$ cat config.mk
export PLATFORM = sky130hd
export DESIGN_NAME = pattern_serializer
export DESIGN_NICKNAME = d
export VERILOG_FILES = /design/src/rtl/pattern_serializer.sv
export SDC_FILE = /design/constraint.sdc
export NUM_CORES = 1
export LEC_CHECK = 0
export CORE_AREA = 2 2 97 99
export DETAILED_ROUTE_END_ITERATION = 10
export DIE_AREA = 0 0 99 101
export GPL_TIMING_DRIVEN = 0
export PLACE_DENSITY = 0.67
export SYNTH_ARGS = -nofsm -noshare
export SYNTH_HDL_FRONTEND = slang
export SYNTH_SLANG_ARGS = --single-unit
$ cat constraint.sdc
create_clock -name i_clk -period 5.95 [get_ports i_clk]
set_input_delay 1.19 -clock i_clk [delete_from_list [all_inputs] [get_ports i_clk]]
set_output_delay 1.19 -clock i_clk [all_outputs]
set_load 0.01 [all_outputs]
$ cat src/rtl/pattern_serializer.sv
// pattern_serializer
//   Writable table of DEPTH patterns, WIDTH bits each. A START request in idle
//   selects one entry and shifts it out one bit per clock on o_serial, either
//   LSB- or MSB-first, as a single frame or repeating until STOP.
//
// Ports
//   i_clk        clock, all state on the rising edge
//   i_clear      asynchronous active-high reset (also restores the table)
//   i_wr_en      table write strobe, honoured in every state
//   i_wr_addr    entry written; addresses >= DEPTH are ignored
//   i_wr_data    pattern data written
//   i_start      frame request, sampled in idle only
//   i_sel        entry to serialize, sampled with i_start
//   i_msb_first  1: bit WIDTH-1 first, 0: bit 0 first (sampled with i_start)
//   i_repeat     1: loop frames until stop (sampled with i_start)
//   i_stop       end a repeating run after the current frame
//   o_serial     serial data
//   o_busy       high while shifting
//   o_done       one-cycle frame-complete pulse
//   o_bit_idx    index of the bit currently on o_serial
module pattern_serializer #(
  parameter int unsigned WIDTH = 8,
  parameter int unsigned DEPTH = 8,
  parameter int unsigned AW    = $clog2(DEPTH),
  parameter int unsigned CW    = $clog2(WIDTH)
) (
  input  logic             i_clk,
  input  logic             i_clear,
  input  logic             i_wr_en,
  input  logic [AW-1:0]    i_wr_addr,
  input  logic [WIDTH-1:0] i_wr_data,
  input  logic             i_start,
  input  logic [AW-1:0]    i_sel,
  input  logic             i_msb_first,
  input  logic             i_repeat,
  input  logic             i_stop,
  output logic             o_serial,
  output logic             o_busy,
  output logic             o_done,
  output logic [CW-1:0]    o_bit_idx
);

  localparam logic [CW-1:0] LastCnt = CW'(WIDTH - 1);

  typedef enum logic [0:0] {StIdle, StShift} state_e;

  // Thermometer code with min(idx+1, WIDTH) ones in the LSBs.
  function automatic logic [WIDTH-1:0] thermo(input int unsigned idx);
    logic [WIDTH-1:0] v;
    v = '0;
    for (int unsigned b = 0; b < WIDTH; b++) begin
      if (b <= idx) v[b] = 1'b1;
    end
    return v;
  endfunction

  logic [WIDTH-1:0] r_table [DEPTH];

  state_e           r_state;
  logic [CW-1:0]    r_cnt;
  logic [WIDTH-1:0] r_shreg;
  logic [AW-1:0]    r_sel;
  logic             r_msb;
  logic             r_rep;
  logic             r_stop_pend;
  logic             r_done;

  logic             w_wr_ok;
  logic [WIDTH-1:0] w_sel_data;
  logic [WIDTH-1:0] w_rld_data;

  assign w_wr_ok = i_wr_en && (32'(i_wr_addr) < DEPTH);

  // Out-of-range selects read as all zeros.
  always_comb begin
    w_sel_data = '0;
    w_rld_data = '0;
    if (32'(i_sel) < DEPTH) w_sel_data = r_table[i_sel];
    if (32'(r_sel) < DEPTH) w_rld_data = r_table[r_sel];
  end

  // Pattern table. Reads above see the pre-write contents at the same edge,
  // so a frame started or reloaded alongside a write gets the old data.
  always_ff @(posedge i_clk or posedge i_clear) begin
    if (i_clear) begin
      for (int unsigned i = 0; i < DEPTH; i++) begin
        r_table[i] <= thermo(i);
      end
    end else if (w_wr_ok) begin
      r_table[i_wr_addr] <= i_wr_data;
    end
  end

  always_ff @(posedge i_clk or posedge i_clear) begin
    if (i_clear) begin
      r_state     <= StIdle;
      r_cnt       <= '0;
      r_shreg     <= '0;
      r_sel       <= '0;
      r_msb       <= 1'b0;
      r_rep       <= 1'b0;
      r_stop_pend <= 1'b0;
      r_done      <= 1'b0;
    end else begin
      r_done <= 1'b0;
      unique case (r_state)
        StIdle: begin
          if (i_start) begin
            r_sel   <= i_sel;
            r_msb   <= i_msb_first;
            r_rep   <= i_repeat;
            r_shreg <= w_sel_data;
            r_cnt   <= '0;
            r_state <= StShift;
          end
        end
        StShift: begin
          if (i_stop) r_stop_pend <= 1'b1;
          if (r_cnt == LastCnt) begin
            r_done <= 1'b1;
            // A stop arriving on the last-bit edge still ends the run here.
            if (r_rep && !r_stop_pend && !i_stop) begin
              r_cnt   <= '0;
              r_shreg <= w_rld_data;
            end else begin
              // Clearing shreg/msb makes the idle outputs decode to zero.
              r_state     <= StIdle;
              r_cnt       <= '0;
              r_shreg     <= '0;
              r_msb       <= 1'b0;
              r_rep       <= 1'b0;
              r_stop_pend <= 1'b0;
            end
          end else begin
            r_cnt <= r_cnt + CW'(1);
          end
        end
        default: r_state <= StIdle;
      endcase
    end
  end

  assign o_bit_idx = r_msb ? (LastCnt - r_cnt) : r_cnt;
  assign o_serial  = r_shreg[o_bit_idx];
  assign o_busy    = (r_state == StShift);
  assign o_done    = r_done;

endmodule

### Yosys cells after proc, flatten, opt, wreduce, memory -nomap -nowiden

Index checks and enable logic that the tools add are counted.
Widths: inputs -> output; s select.

| cells by class | value |
|---|---|
| $add $sub $neg | 2 |
| order comparisons | 5 |
| reductions and logical operators | 8 |
| bitwise gates (word level) | 4 |
| equality and inequality tests | 4 |
| multiplexer cells | 34 |

Operators with widths:

| kind | number |
|---|---|
| $bwmux 64 | 1 |
| $mux 8 | 8 |
| $bmux 8 s3 | 2 |
| $demux 8 s3 | 1 |
| $pmux 8 s2 | 1 |
| $mux 1 | 13 |
| $ge 4x4->1 const B | 3 |
| $not 3->4 | 3 |
| $mux 3 | 3 |
| $pmux 1 s2 | 3 |
| $pmux 3 s2 | 1 |
| $lt 3x4->1 const B | 1 |
| $lt 4x1->1 const B | 1 |
| $ne 2x2->1 const B | 2 |
| $reduce_and 2->1 | 2 |
| $add 3x1->3 const B | 1 |
| $bmux 1 s3 | 1 |
| $eq 3x3->1 const B | 1 |
| $logic_and 1x1->1 | 3 |
| $reduce_and 3->1 | 1 |
| $sub 3x3->3 const A | 1 |
| $logic_not 1->1 | 2 |
| $ne 2x1->1 const B | 1 |
| $not 1->1 | 1 |

| storage, ports and cells | value |
|---|---|
| register bits after elaboration | 83 |

### Longest topological paths before layout

Gate-level depths: netlist of run 1.

| depth | value |
|---|---|
| word-level depth | 7 |
| gate-level depth with buffers | 7 |
| depth with buffers taken out | 7 |

### Worst setup path before layout of run 1

Ideal clock, no wire load.

| timing path | value |
|---|---|
| kind | reg-to-output |
| start point | register r_msb |
| end point | output o_serial |
| arrival | 1.592 ns |
| stages on the path, launching flop included | 6 |
| setup slack | 3.168 ns |
| required time | 4.760 ns |
| path buffers | 1 |
| path through | dfrtp_1 -> buf_2 -> xor2_1 -> mux4_2 -> nand2_1 -> o21ai_0 |

| between the ends | value |
|---|---|
| cells in the longest elaborated chain, start to end | 3 |

RTL lines:

| item | RTL line | RTL |
|---|---|---|
| start, declared | 63 | `logic r_msb;` |
| start signal, assigned | 110 | `r_msb <= i_msb_first;` |
| $mux 3 | 143 | `assign o_bit_idx = r_msb ? (LastCnt - r_cnt) : r_cnt;` |
| net o_bit_idx[0] | 40 | `output logic [CW-1:0] o_bit_idx` |
| $bmux 1 s3 | 144 | `assign o_serial = r_shreg[o_bit_idx];` |
| $mux 1 (not written as such) | 144 |  |
| end, declared | 37 | `output logic o_serial,` |

The timed path passes the listed nets, and every way through them passes these cells. The select of a mux whose other input is x is not followed.

### Worst setup path in the final report of run 1

| timing path | value |
|---|---|
| start point | register r_msb |
| end point | output o_serial |

| between the ends | value |
|---|---|
| cells in the longest elaborated chain, start to end | 3 |

RTL lines:

| item | RTL line |
|---|---|
| $mux 3 | 143 |
| $bmux 1 s3 | 144 |
| $mux 1 (not written as such) | 144 |

No other way between the ends. The select of a mux whose other input is x is not followed.

==> key figures, run 1 <==
Status
  • Status: complete, no violations

Global routing
  • Overall routing resource usage: between 20 and 25%
  • Initial antenna violation count: 0
  • First-pass GRT wire length: between 15 and 20 mm
  • Remaining Overflow, GRT: 0
  • Vias in the first global route: between 2,000 and 3,000
  • Largest net degree at the start of global routing: 54

Power and ir drop
  • Total power: approximately 2.1 mW
  • P_leak: 2.04 nW
  • Clock Power Share: between 20% and 30%
  • Power per cell area: 424 nW/um^2
  • Pint: 1.47 mW
  • Seq pwr share: between 40% and 50%
  • Combinational share of power: 35.2%
  • NetSw: between 0.6 and 0.7 mW
  • Peak supply drop: 0.000149 V
  • Fraction of power spent switching nets: between 30 and 40%

Timing
  • Worst Skew: between 10 and 15 ps
  • Worst slew pin tran: around 1000 ps
  • Tcrit/Tclk final: 60.9%
  • TNS Setup: 0 ps
  • Fin crit period: between 3000 and 4000 ps
  • RSZ-0062 raised after global routing: no
  • Final hold slack: about 510 ps
  • Hold Violations, Final: 0
  • Final Max Slew Viols: 0
  • Fmax: 276 MHz
  • Final setup viols: 0
  • Slew margin rel.: around a third

Die
  • Die height: just over 100 um
  • IO Pins: 27
  • Row count: 35
  • Core ar.: roughly 9000 sq um
  • Initial Util: between 40 and 50%
  • Die X: slightly below 100 um
  • Die Area: approximately 10000 sq um

Detailed routing
  • Remaining antenna violation count: 0
  • DRC: 0
  • Number of vias per cell: a little over 6
  • DR pass1 iterations: 4
  • Number of vias in the routed layout: around 2,700
  • WL/cell: 21.2 um
  • First DRT Iteration DRCs: around 110
  • Post-Route WL: ~9.5 mm

Layout
  • Layout cells sized above 1: between 40% and 50%
  • Fillers: between 700 and 800
  • Synth-to-Final Area Change: 13.7%
  • Cell area after layout: 5010 sq um
  • Area of the multi-input gates: around 2200 sq um
  • Diode count: 0
  • Util after Layout: ~56%
  • Layout Nets: roughly 360
  • Seq. cell area: 2120 sq um

Synthesis
  • Top-count cell post-synth: mux2_2
  • Sequential-to-total area share from yosys stat: between 40% and 50%
  • Ys flop type: dfrtp_1
  • YS warnings: 0
  • Distinct cell type count after synthesis: 36
  • Post-Synthesis Cells: roughly 300
  • Mean Syn Cell Area: between 10 and 15 sq um
  • Top post-synthesis cells by count: mux2_2 (77), dfrtp_1 (47), dfstp_2 (36)
  • Area leader, netlist: dfrtp_1
  • Synth area leaders: dfrtp_1 (27%), dfstp_2 (21%), mux2_2 (20%), mux4_2 (8.2%), mux4_1 (5.4%)
  • Synthesized area: between 4000 and 5000 sq um
  • EDFF count, synth: 0
  • Synth async-reset ratio: 100%
  • FF+latch count, synth: 83
  • Mapped Nets: around 330
  • Synth top area share: about a quarter

Setup path
  • Crit path kind: register to output pin
  • Worst-path fanout max: 9
  • Crit path cell chain: buf_2 -> xor2_1 -> mux2_2 -> a222oi_1 -> o21ai_0 -> clkdlybuf4s50_1
  • Arrival time at the worst endpoint: between 2000 and 2500 ps
  • Worst Path Buf+Inv: 2
  • Worst Setup End Kind: output pin
  • Critical Path Max Stage Delay: a little under 500 ps
  • Setup crit start kind: register
  • Crit path max-delay family: buffers and inverters
  • Critical Path Slowest Stage Cell: clkdlybuf4s50_1
  • Required @ worst endpoint: 4760 ps

CTS
  • H-Tree Depth: 3
  • Worst-path clk slew: roughly 80 ps
  • CTS-repair resized insts: 0
  • Setup bufs post-CTS: 0
  • CTS tree: built
  • Clk buf depth: 2
  • Worst-skew pair later-pin latency: roughly 350 ps
  • Clock Sink Count: 83
  • Clock root buffer: clkbuf_8
  • Hold-fix buffers, CTS: 0
  • Num CTS Buffers: 9

Placement
  • Area post-placement: 4770 sq um
  • DPL Wire Length: about 6.5 mm
  • Gpl congestion: 0.801
  • Port bufs: 20

Worst hold path
  • Worst min path class: register to register

Run
  • Max cap viols: 0
[routing by layer]
layer	vias to the layer above	wire length, um	track usage [%]
li1	1235	-	-
met1	1445	4500	28.7
met2	54	4540	32.3
met3	13	354	4.23
met4	0	147	8.54
met5	-	0	0
[metrics by stage]
stage / cells / worst slack (ps)
4_1_cts: 451 / 2300
3_5_place_dp: 435 / 2680
5_1_grt: 451 / 2060
3_3_place_gp: 434 / 1370
6_report: 451 / 2330
2_1_floorplan: 303 / 2680
[placed cells by master (no fill, tap or decap), types with 2 or more instances in the layout]
| cell type | n |
|---|---|
| nand2_1 | 20 |
| and2_1 | 2 |
| a22o_1 | 2 |
| mux2_2 | 77 |
| nor3b_2 | 2 |
| clkbuf_8 | 9 |
| nor2b_1 | 2 |
| o21ai_0 | 4 |
| a22oi_1 | 12 |
| clkbuf_1 | 8 |
| mux2i_1 | 18 |
| nand3_1 | 4 |
| clkdlybuf4s50_1 | 20 |
| o2111ai_1 | 2 |
| or3b_2 | 2 |
| dfrtp_1 | 47 |
| nand4b_1 | 3 |
| inv_4 | 2 |
| xor2_1 | 3 |
| bufinv_16 | 3 |
| dfstp_2 | 36 |
| nor3_2 | 2 |
| mux4_2 | 16 |
| a21oi_1 | 2 |
| o211ai_1 | 6 |
| nor2_1 | 5 |
| buf_6 | 2 |
| mux4_1 | 9 |
| ha_1 | 2 |
| buf_2 | 6 |
[power by group through the flow]
stage	logic [mW]	registers, mW	clock network, mW
finish	0.747	0.890	0.484
global route	0.813	0.914	0.516
global placement	0.735	0.890	0
detailed placement	0.752	0.898	0
floorplan	0.566	0.852	0
CTS	0.754	0.888	0.493
[cell families (layout without fill, tap and decap cells)]
kind of cell	Yosys count	in the layout	synth area share, %
flops	83	83	48.2
simple gates	46	46	5.77
xor+xnor	3	3	0.597
fa+ha+maj	2	2	0.568
mux	120	120	37.3
buf+inv	19	56	2.59
compound gates	30	30	4.97
[tightest hold or removal path, delay by kind of cell, from the launching register on]
family / cells / cell delay [ps]
flops: 1 / 350
simple gates: 2 / 130
[state kept, by name (all words and copies together) (netlist names)]
signal / cells
r_sel: 3
r_table: 64
o_busy: 1
r_shreg: 8
r_rep: 1
o_done: 1
r_msb: 1
r_stop_pend: 1
r_cnt: 3
[path summary, 6_finish.rpt]
kind / startpoint / to / slack [ps] / cells after the start
max: r_msb$_DFFE_PP0P_ / o_serial / 2330 / 6
min: r_shreg[7]$_DFFE_PP0P_ / r_shreg[7]$_DFFE_PP0P_ / 510 / 2
max reg2reg: r_cnt[0]$_DFFE_PP0P_ / r_shreg[1]$_DFFE_PP0P_ / 4040 / 7
min reg2reg: r_shreg[7]$_DFFE_PP0P_ / r_shreg[7]$_DFFE_PP0P_ / 510 / 2
max in group asynchronous: i_clear / r_table[12]$_DFFE_PP1P_ / 4100 / 3
min in group asynchronous: i_clear / r_table[46]$_DFFE_PP0P_ / 1180 / 2
[area by class of cell]
type | count | share of cell area, %
well taps | 111 | 2.77
plain buffers | 17 | 2.12
multi-input cells | 201 | 43.3
clock inverters | 5 | 2.02
flip-flops and latches | 83 | 42.4
inverters | 2 | 0.200
repair buffers | 21 | 4.55
clock buffers | 11 | 2.62
Power figures use the tool's default switching activity.
==> inputs of run 2 (changes only) <==
==> constraint.sdc (replaced) <==
create_clock -name i_clk -period 3.7 [get_ports i_clk]
set_input_delay 0.74 -clock i_clk [delete_from_list [all_inputs] [get_ports i_clk]]
set_output_delay 0.74 -clock i_clk [all_outputs]
set_load 0.01 [all_outputs]
==> results of run 2 <==
The final DEF is identical to that of run 1. Status: complete, no violations.
Main changes from that run: setup slack after placement 2680 ps -> 876 ps; setup slack after layout 2330 ps -> 529 ps; register-to-register setup slack 4040 ps -> 1790 ps; total power 2.12 mW -> 3.41 mW; worst IR drop on VDD 0.000149 V -> 0.000240 V
